--- config.mk ---
export PLATFORM = sky130hd
export DESIGN_NAME = tx_buffer_reader
export DESIGN_NICKNAME = d
export VERILOG_FILES = /design/src/rtl/feature_tx_pkg.sv /design/src/rtl/tx_out_queue.sv /design/src/rtl/tx_buffer_reader.sv
export SDC_FILE = /design/constraint.sdc
export NUM_CORES = 1
export LEC_CHECK = 0
export ABC_AREA = 1
export BUFFER_PORTS_ARGS = -buffer_cell sky130_fd_sc_hd__buf_2
export CAP_MARGIN = 30
export CORE_MARGIN = 2
export CORE_UTILIZATION = 40
export DETAILED_ROUTE_END_ITERATION = 12
export PLACE_DENSITY_LB_ADDON = 0.12
export SLEW_MARGIN = 20
export SYNTH_ARGS = -nofsm -noshare
export SYNTH_HDL_FRONTEND = slang
export SYNTH_SLANG_ARGS = --single-unit
--- constraint.sdc ---
create_clock -name sclk -period 2.5 [get_ports sclk]
set_input_delay 0.5 -clock sclk [delete_from_list [all_inputs] [get_ports sclk]]
set_output_delay 0.5 -clock sclk [all_outputs]
set_load 0.05 [all_outputs]
--- src/rtl/feature_tx_pkg.sv ---
// Shared types and constants for the feature TX drain path.
package feature_tx_pkg;

  localparam int unsigned DATA_W = 64;
  localparam int unsigned CNT_W  = 13;
  localparam logic [DATA_W/8-1:0] KEEP_ALL = '1;

  typedef enum logic [2:0] {
    ST_IDLE,
    ST_SNAP,
    ST_LATCH,
    ST_STREAM,
    ST_FLUSH
  } tx_state_e;

endpackage

--- src/rtl/tx_out_queue.sv ---
// Small first-word-fall-through queue carrying stream data plus a tlast sideband.
module tx_out_queue #(
  parameter  int unsigned DATA_W = 64,
  parameter  int unsigned DEPTH  = 4,
  localparam int unsigned CW     = $clog2(DEPTH + 1),
  localparam int unsigned PW     = $clog2(DEPTH)
) (
  input  logic              sclk,
  input  logic              s_rst_n,
  input  logic              push,
  input  logic [DATA_W-1:0] push_data,
  input  logic              push_last,
  input  logic              pop,
  output logic [CW-1:0]     count,
  output logic [DATA_W-1:0] head,
  output logic              head_last
);

  logic [DATA_W:0] mem [DEPTH];
  logic [PW-1:0]   wr_ptr;
  logic [PW-1:0]   rd_ptr;

  function automatic logic [PW-1:0] ptr_next(input logic [PW-1:0] p);
    return (p == PW'(DEPTH - 1)) ? '0 : p + PW'(1);
  endfunction

  always_ff @(posedge sclk or negedge s_rst_n) begin
    if (!s_rst_n) begin
      wr_ptr <= '0;
      rd_ptr <= '0;
      count  <= '0;
    end else begin
      if (push) wr_ptr <= ptr_next(wr_ptr);
      if (pop)  rd_ptr <= ptr_next(rd_ptr);
      if (push && !pop)      count <= count + CW'(1);
      else if (!push && pop) count <= count - CW'(1);
    end
  end

  always_ff @(posedge sclk) begin
    if (push) mem[wr_ptr] <= {push_last, push_data};
  end

  assign {head_last, head} = mem[rd_ptr];

endmodule

--- src/rtl/tx_buffer_reader.sv ---
// Drains a snapshotted number of words from the TX FIFO into one AXI4-Stream frame,
// buffering read returns in a small queue so tready backpressure never drops a word.
module tx_buffer_reader #(
  parameter int unsigned DATA_W  = feature_tx_pkg::DATA_W,
  parameter int unsigned CNT_W   = feature_tx_pkg::CNT_W,
  parameter int unsigned RD_LAT  = 1,
  parameter int unsigned Q_DEPTH = 4
) (
  input  logic                sclk,
  input  logic                s_rst_n,
  input  logic                start,
  output logic                busy,
  output logic                done,
  output logic                read_start,
  input  logic [CNT_W-1:0]    buffer_data_count,
  output logic                buffer_rd_en,
  input  logic [DATA_W-1:0]   buffer_rd_data,
  output logic [DATA_W-1:0]   m_axis_tdata,
  output logic [DATA_W/8-1:0] m_axis_tkeep,
  output logic                m_axis_tvalid,
  input  logic                m_axis_tready,
  output logic                m_axis_tlast
);

  import feature_tx_pkg::*;

  localparam int unsigned QC_W  = $clog2(Q_DEPTH + 1);
  localparam int unsigned OCC_W = $clog2(Q_DEPTH + RD_LAT + 2);

  tx_state_e         state;
  logic [CNT_W-1:0]  words_left;
  logic [CNT_W-1:0]  words_to_send;
  logic [RD_LAT-1:0] pipe_vld;
  logic [RD_LAT-1:0] pipe_last;
  logic [OCC_W-1:0]  inflight;
  logic [OCC_W-1:0]  occ;
  logic [QC_W-1:0]   q_count;
  logic [DATA_W-1:0] q_head;
  logic              q_head_last;
  logic              push;
  logic              pop;
  logic              flush_done;

  always_comb begin
    inflight = '0;
    for (int unsigned i = 0; i < RD_LAT; i++) inflight = inflight + OCC_W'(pipe_vld[i]);
  end

  // Reads in flight reserve queue slots so a stalled sink can never overflow the queue.
  assign occ           = OCC_W'(q_count) + inflight;
  assign m_axis_tvalid = (q_count != '0);
  assign pop           = m_axis_tvalid && m_axis_tready;
  assign push          = pipe_vld[RD_LAT-1];
  assign buffer_rd_en  = (state == ST_STREAM) && (words_left != '0) &&
                         (occ < OCC_W'(Q_DEPTH) + OCC_W'(pop));

  assign m_axis_tdata  = m_axis_tvalid ? q_head : '0;
  assign m_axis_tlast  = m_axis_tvalid && q_head_last;
  assign m_axis_tkeep  = {(DATA_W/8){m_axis_tvalid}};

  assign flush_done = (inflight == '0) &&
                      ((q_count == '0) || ((q_count == QC_W'(1)) && pop)) &&
                      ((words_to_send == '0) || ((words_to_send == CNT_W'(1)) && pop));

  always_ff @(posedge sclk or negedge s_rst_n) begin
    if (!s_rst_n) begin
      pipe_vld  <= '0;
      pipe_last <= '0;
    end else begin
      pipe_vld[0]  <= buffer_rd_en;
      pipe_last[0] <= buffer_rd_en && (words_left == CNT_W'(1));
      for (int unsigned i = 1; i < RD_LAT; i++) begin
        pipe_vld[i]  <= pipe_vld[i-1];
        pipe_last[i] <= pipe_last[i-1];
      end
    end
  end

  always_ff @(posedge sclk or negedge s_rst_n) begin
    if (!s_rst_n) begin
      state         <= ST_IDLE;
      busy          <= 1'b0;
      done          <= 1'b0;
      read_start    <= 1'b0;
      words_left    <= '0;
      words_to_send <= '0;
    end else begin
      read_start <= 1'b0;
      done       <= 1'b0;
      if (buffer_rd_en) words_left <= words_left - CNT_W'(1);
      if (pop && (words_to_send != '0)) words_to_send <= words_to_send - CNT_W'(1);
      unique case (state)
        ST_IDLE: begin
          if (start) begin
            state      <= ST_SNAP;
            read_start <= 1'b1;
            busy       <= 1'b1;
          end
        end
        ST_SNAP: state <= ST_LATCH;
        ST_LATCH: begin
          words_left    <= buffer_data_count;
          words_to_send <= buffer_data_count;
          if (buffer_data_count == '0) begin
            state <= ST_IDLE;
            done  <= 1'b1;
            busy  <= 1'b0;
          end else begin
            state <= ST_STREAM;
          end
        end
        ST_STREAM: begin
          if (buffer_rd_en && (words_left == CNT_W'(1))) state <= ST_FLUSH;
        end
        ST_FLUSH: begin
          if (flush_done) begin
            state <= ST_IDLE;
            done  <= 1'b1;
            busy  <= 1'b0;
          end
        end
        default: state <= ST_IDLE;
      endcase
    end
  end

  tx_out_queue #(
    .DATA_W (DATA_W),
    .DEPTH  (Q_DEPTH)
  ) u_out_queue (
    .sclk      (sclk),
    .s_rst_n   (s_rst_n),
    .push      (push),
    .push_data (buffer_rd_data),
    .push_last (pipe_last[RD_LAT-1]),
    .pop       (pop),
    .count     (q_count),
    .head      (q_head),
    .head_last (q_head_last)
  );

endmodule

==> results.ini, run 1 <==
[route]
dr.pass1.iters=5
wl_per_cell_um=18.9
topRoutingLayerUsed=met5
wl_met3_um=1720
viasPerCell=5.06
drc=0
routed_wl_um=33200
ant_nets=0
dr.first_iter.drc_count=482
via_count=8919
wirelength_met1_um=15100
wl_met2_um=15800

[yosys]
synth_edf_count=260
synth_adder_area_share_pct=1.76
ys_seq_area_share_pct=69.0
ys_types=33
synthesis.nets=1249
ys.flop_type=edfxtp_1
syn_area_per_cell_um2=11.1
synth-seq-cells=301
synth_mux_area_share_pct=0
synth_area_mm2=0.0128
synth-xor-area-share_pct=1.23
yosys.area_share.simple_pct=15.0
syn_inst=1150
synth_compound_area_share_pct=8.96
yosysWarnings=0
async_flop_share_pct=13.6
synth_top_family_by_area=simple AND/OR/NAND/NOR gates

[setup_path]
slowest_stage=dfrtp_4
crit_chain=buf_12 > clkinv_16 > buf_12 > buf_12 > o21ai_1 > a21oi_1 > buf_4
timing.rr.start=u_out_queue.count[0]$_DFFE_PN0P_
endpoint=m_axis_tdata[24]
cp-start-kind=flop
critPathLaunch=u_out_queue.rd_ptr[0]$_DFFE_PN0P_
path_class=flop to output port
r2r_setup_slack_ns=0.64
crit_path_end_kind=output port
path_buf_inv=5
path_delay_family=buffers and inverters
max_stage_delay_ns=0.42
path_max_fanout=12
path_common_cell=buf_12
cp.arrival_ns=2.02
r2r-end=words_left[7]$_DFFE_PN0P_
rr_worst_depth=11
path_depth=7
critical_path_required_ns=2.00

[cts]
numCtsBuffers=35
cts_tree=built
clock_latency_ns=0.51
cts_sinks=301
cts_max_level=2
path_clk_slew_ns=0.06
cts-root-buf=clkbuf_16
clockBufferDepth=3

[status]
violations=setup timing
status=complete, but fails checks

[job]
drv_cap=0

[floorplan]
row_count=65
start_util_pct=40.6
die_y_um=183
coreArea_mm2=0.0316
ios=159
die_w_um=183
dieArea_mm2=0.0334

[layout]
layout-area-overhead-vs-synth_pct=26.5
fin_nets=1432
fill_cells=2819
regArea_mm2=0.00884
post-route-cell-area_mm2=0.0162
post-route-util_pct=51.3
multi_input_area_mm2=0.00364
drive_gt1_share_pct=24.3

[global_routing]
grt_pass1_wl_um=48900
grt_max_degree=47
grt_pass1_vias=8585
grt_overflow_total=0
antenna_found_initial=5
track_usage_pct=18.9

[sta]
rsz0062_at_grt=yes
fmax_mhz=397
finalCritPeriodShare_pct=101
min_period_ns=2.52
holdWs_ns=0.210
setup_viol=4
maxSlewViolCount=0
finClkSkew_ns=0.0144
hold_viol=0
finalWorstSetupSlack_ns=-0.0181
slew_headroom_pct=60.9
worstMarginPinSlew_ns=0.586

[placed_design]
numPortBuffers=158
placed_area_mm2=0.0141
dp.final_hpwl_um=18400
routabilityCongestion=0.815

[pwr]
p_leak_nw=6.22
power_density_mw_per_mm2=1520
ir_drop_uv=855

[worst_hold_path]
hold_class=primary input to flop

## layer usage
layer | global-route usage [%] | vias up
met5 | 0 | -
met4 | 4.93 | 4
met3 | 3.26 | 49
met2 | 31.4 | 225
met1 | 25.9 | 4309
li1 | - | 4332
## cell usage in the layout (no fill, tap or decap), types with 2 or more instances in the layout
cell / n
a21oi_1: 44
a21oi_2: 23
a21oi_4: 3
buf_12: 10
buf_16: 7
buf_2: 92
buf_4: 65
buf_6: 22
buf_8: 2
bufinv_16: 3
clkbuf_1: 8
clkbuf_16: 44
clkinv_1: 5
clkinv_2: 11
dfrtp_1: 39
diode_2: 3
edfxtp_1: 260
ha_1: 15
ha_2: 2
inv_1: 43
inv_2: 5
inv_4: 2
inv_6: 2
nand2_1: 94
nand2_2: 2
nand2_4: 4
nand3_1: 43
nand4_1: 2
nor2_1: 301
nor2_2: 7
nor2_4: 3
nor3_1: 4
nor3_2: 2
o21ai_0: 72
o21ai_1: 74
o21ai_2: 11
xnor2_1: 5
xor2_1: 13
## timing repair
action,in CTS,in global routing
hold buffers,1,0
gates cloned,5,10
pin swaps,12,27
endpoints found under the setup margin,66,66
setup buffers,7,1
endpoints found under the hold margin,13,0
gates resized for setup,135,105
## where the power goes
part / leakage [nW] / internal, mW / switching [mW]
Clock: 0.528 / 2.89 / 1.93
Combinational: 2.83 / 4.30 / 8.73
Sequential: 2.86 / 6.39 / 0.377
Total: 6.22 / 13.6 / 11.0
## metrics by stage
stage	worst slack (ns)	setup TNS, ns	std cells	total power, mW
after floorplan	-0.134	-6.71	1150	14.7
after global placement	0.217	0	1674	17.4
after detailed placement	0.223	0	1674	17.5
after CTS	-0.0350	-0.236	1748	23.9
after global routing	-0.0949	-2.09	1761	26.0
final	-0.0181	-0.0343	1762	24.6
## registers in the layout (all words and copies together), names as in the netlist
register and count:
busy 1, words_left 13, read_start 1, state 3, words_to_send 13, u_out_queue.wr_ptr 2, pipe_vld 1, u_out_queue.mem 260
pipe_last 1, done 1, u_out_queue.rd_ptr 2, u_out_queue.count 3
## worst min-delay path by stage
| stage | endpoint | start | slack, ns | cells past startpoint |
|---|---|---|---|---|
| finish | u_out_queue.mem[3][53]$_DFFE_PP_ | buffer_rd_data[53] | 0.21 | 1 |
| global route | u_out_queue.mem[0][44]$_DFFE_PP_ | buffer_rd_data[44] | 0.20 | 1 |
| CTS | u_out_queue.mem[3][51]$_DFFE_PP_ | buffer_rd_data[51] | 0.18 | 1 |
| detailed placement | words_left[8]$_DFFE_PN0P_ | s_rst_n | 0.45 | 1 |
| global placement | words_left[8]$_DFFE_PN0P_ | s_rst_n | 0.45 | 1 |
| floorplan | busy$_DFFE_PN0P_ | s_rst_n | 0.20 | 0 |
## kinds of logic (layout without fill, tap and decap cells)
kind of cell               Yosys count  in the layout
and+or+nand+nor                    467            467
DFF                                301            301
AOI/OAI and AO/OA                  228            228
buffers and inverters              118            325
adders and majority gates           18             18
xor gates and xnor gates            18             18
other                                0              3
## area by class of cell
class	instances	area share (%)
Inverter	55	1.50
Tap cell	402	3.11
Antenna cell	3	0.0464
Multi-Input combinational cell	731	22.5
Clock inverter	18	1.04
Timing Repair Buffer	209	11.7
Clock buffer	43	5.60
Sequential cell	301	54.6
## cells in the mapped netlist (all sizes together), types with 6 or more instances
| cell | count | share of area (%) |
|---|---|---|
| nor3 | 6 | 0.31 |
| xor2 | 13 | 0.89 |
| a21oi | 70 | 2.8 |
| o21ai | 157 | 6.1 |
| buf | 38 | 1.7 |
| inv | 55 | 1.6 |
| ha | 18 | 1.8 |
| nor2 | 311 | 9.3 |
| edfxtp | 260 | 61 |
| clkbuf | 25 | 0.73 |
| nand3 | 44 | 1.8 |
| nand2 | 100 | 3.2 |
| dfrtp | 41 | 8.0 |
(Power assumes the default switching activity.)
==> run 2, diff against run 1 <==
--- a/config.mk
+++ b/config.mk
@@ -12,6 +12,7 @@
 export CORE_UTILIZATION = 40
 export DETAILED_ROUTE_END_ITERATION = 12
 export PLACE_DENSITY_LB_ADDON = 0.12
+export SKIP_CTS_REPAIR_TIMING = 1
 export SLEW_MARGIN = 20
 export SYNTH_ARGS = -nofsm -noshare
 export SYNTH_HDL_FRONTEND = slang
==> results.ini, run 2 (synthesis results as in run 1) <==
[status]
violations=setup timing
status=complete, but fails checks

[layout]
largest_reg_flops=260  ; unchanged
drive_gt1_share_pct=25.1  ; +0.75 points
layout_common_cells=303 x nor2_1, 260 x edfxtp_1, 94 x nand2_1
post-route-util_pct=51.6  ; +0.33 points
regMostFlops=u_out_queue.mem
regArea_mm2=0.00884  ; about the same
multi_input_area_mm2=0.00365  ; +0.24%
layout-area-overhead-vs-synth_pct=27.3
final_cells=1773  ; +0.62%
final_common_cell=nor2_1
reg_top3=u_out_queue.mem x260, words_left x13, words_to_send x13
fill_cells=2815  ; -0.14%
post-route-cell-area_mm2=0.0163  ; +0.65%
fin_nets=1443  ; +0.77%

[cts]
cts_max_level=2  ; unchanged
path_clk_slew_ns=0.06  ; about the same
numCtsBuffers=35  ; unchanged
clock_latency_ns=0.51  ; about the same
cts_tree=built
cts_sinks=301  ; unchanged
clockBufferDepth=3  ; unchanged
cts-root-buf=clkbuf_16

[job]
drv_cap=0  ; unchanged

[setup_path]
timing.rr.start=u_out_queue.count[0]$_DFFE_PN0P_
path_class=flop to output port
r2r_setup_slack_ns=0.59  ; -0.05 ns
r2r-end=u_out_queue.count[2]$_DFFE_PN0P_
cp-start-kind=flop
cp.arrival_ns=2.03  ; about the same
critical_path_required_ns=2.00  ; about the same
crit_path_end_kind=output port
rr_worst_depth=10  ; -1
path_max_fanout=12  ; unchanged

[worst_hold_path]
hold_class=primary input to flop
hold_path_depth=1  ; unchanged
hp-start=buffer_rd_data[51]
min_to=u_out_queue.mem[3][51]$_DFFE_PP_

[floorplan]
coreArea_mm2=0.0316  ; unchanged
dieArea_mm2=0.0334  ; unchanged
die_y_um=183  ; unchanged
row_count=65  ; unchanged
ios=159  ; unchanged
die_w_um=183  ; unchanged
start_util_pct=40.6  ; unchanged

[sta]
slew_headroom_pct=60.7  ; -0.26 points
min_period_ns=2.53  ; +0.0101 ns
finClkSkew_ns=0.0138  ; -0.000600 ns
finalWorstSetupSlack_ns=-0.0282  ; -0.0101 ns
hold_viol=0  ; unchanged
rsz0062_at_grt=yes
worstMarginPinSlew_ns=0.590  ; +0.00384 ns
setup_viol=8  ; +4
holdWs_ns=0.209  ; -0.000894 ns
maxSlewViolCount=0  ; unchanged
finalCritPeriodShare_pct=101  ; +0.40 points
tns_ns=-0.109  ; -0.0748 ns
fmax_mhz=396  ; -0.40%

[global_routing]
antenna_found_initial=5  ; unchanged
grt_pass1_vias=8331  ; -3.0%
track_usage_pct=18.0  ; -0.92 points
grt_pass1_wl_um=46800  ; -4.3%
grt_overflow_total=0  ; unchanged
grt_max_degree=87  ; +85%

[route]
dr.pass1.iters=5  ; unchanged
ant_nets=0  ; unchanged
viasPerCell=5.07  ; about the same
routed_wl_um=34000  ; +2.4%
drc=0  ; unchanged
dr.first_iter.drc_count=481  ; -0.21%
via_count=8981  ; +0.70%
wl_per_cell_um=19.2  ; +1.8%

[placed_design]
numPortBuffers=158  ; unchanged
placed_area_mm2=0.0141  ; unchanged
preCtsSetupSlack_ns=0.223  ; unchanged
dpl.cell_count=1674  ; unchanged
dp.final_hpwl_um=18400  ; unchanged
routabilityCongestion=0.815  ; unchanged

[pwr]
ir_drop_uv=842  ; -1.5%
p_total_mw=24.8  ; +0.90%
p_leak_nw=6.28  ; +0.94%
power_density_mw_per_mm2=1520  ; +0.25%

## run 2: cell types whose count changed in the layout (fill, tap and decap cells not counted), moves of 2 or more
cell / before / now
clkbuf_16: 44 / 47
a21oi_2: 23 / 19
buf_16: 7 / 3
o21ai_0: 72 / 74
buf_4: 65 / 72
buf_12: 10 / 16
a21oi_1: 44 / 49
o21ai_1: 74 / 64
nor2_1: 301 / 303
nor2_2: 7 / 5
o21ai_2: 11 / 19
## run 2: worst max path at each step
stage / start / end / slack [ns] / depth (start not counted)
floorplan: u_out_queue.count[0]$_DFFE_PN0P_ / m_axis_tdata[13] / -0.13 / 7
global placement: u_out_queue.rd_ptr[0]$_DFFE_PN0P_ / m_axis_tdata[26] / 0.22 / 6
detailed placement: u_out_queue.count[0]$_DFFE_PN0P_ / m_axis_tdata[26] / 0.22 / 7
CTS: u_out_queue.count[0]$_DFFE_PN0P_ / m_axis_tdata[26] / -0.32 / 7
global route: u_out_queue.count[0]$_DFFE_PN0P_ / buffer_rd_en / -0.10 / 8
finish: u_out_queue.rd_ptr[0]$_DFFE_PN0P_ / m_axis_tdata[23] / -0.03 / 7
## run 2: area by class of cell
type                       count  area share (%)
clock buffer                  43            5.56
antenna                        3          0.0461
tap                          402            3.09
sequential                   301            54.2
timing repair buffer         220            12.2
clock inverter                18            1.04
multi-input combinational    731            22.4
inverter                      55            1.41
## run 2: layer usage
| metal | up-vias | wire length, µm | share of wire (%) | GRT usage (%) |
|---|---|---|---|---|
| li1 | 4351 | - | - | - |
| met1 | 4331 | 15700 | 46 | 24.6 |
| met2 | 244 | 15900 | 47 | 29.6 |
| met3 | 51 | 1730 | 5.1 | 3.24 |
| met4 | 4 | 670 | 2.0 | 4.96 |
| met5 | - | 23 | 0.068 | 0 |
## run 2: report_power, final
group / internal [mW] / leakage [nW] / switching (mW) / total [mW]
clock network: 2.89 / 0.528 / 1.94 / 4.83
registers: 6.39 / 2.86 / 0.399 / 6.79
logic: 4.41 / 2.89 / 8.80 / 13.2
## run 2: critical path, cell delays in order (launching register included)
cell      delay [ns]
dfrtp_4         0.51
buf_12          0.15
clkinv_8        0.06
buf_12          0.16
buf_12          0.14
o21ai_0         0.08
a21oi_1         0.18
buf_4           0.22
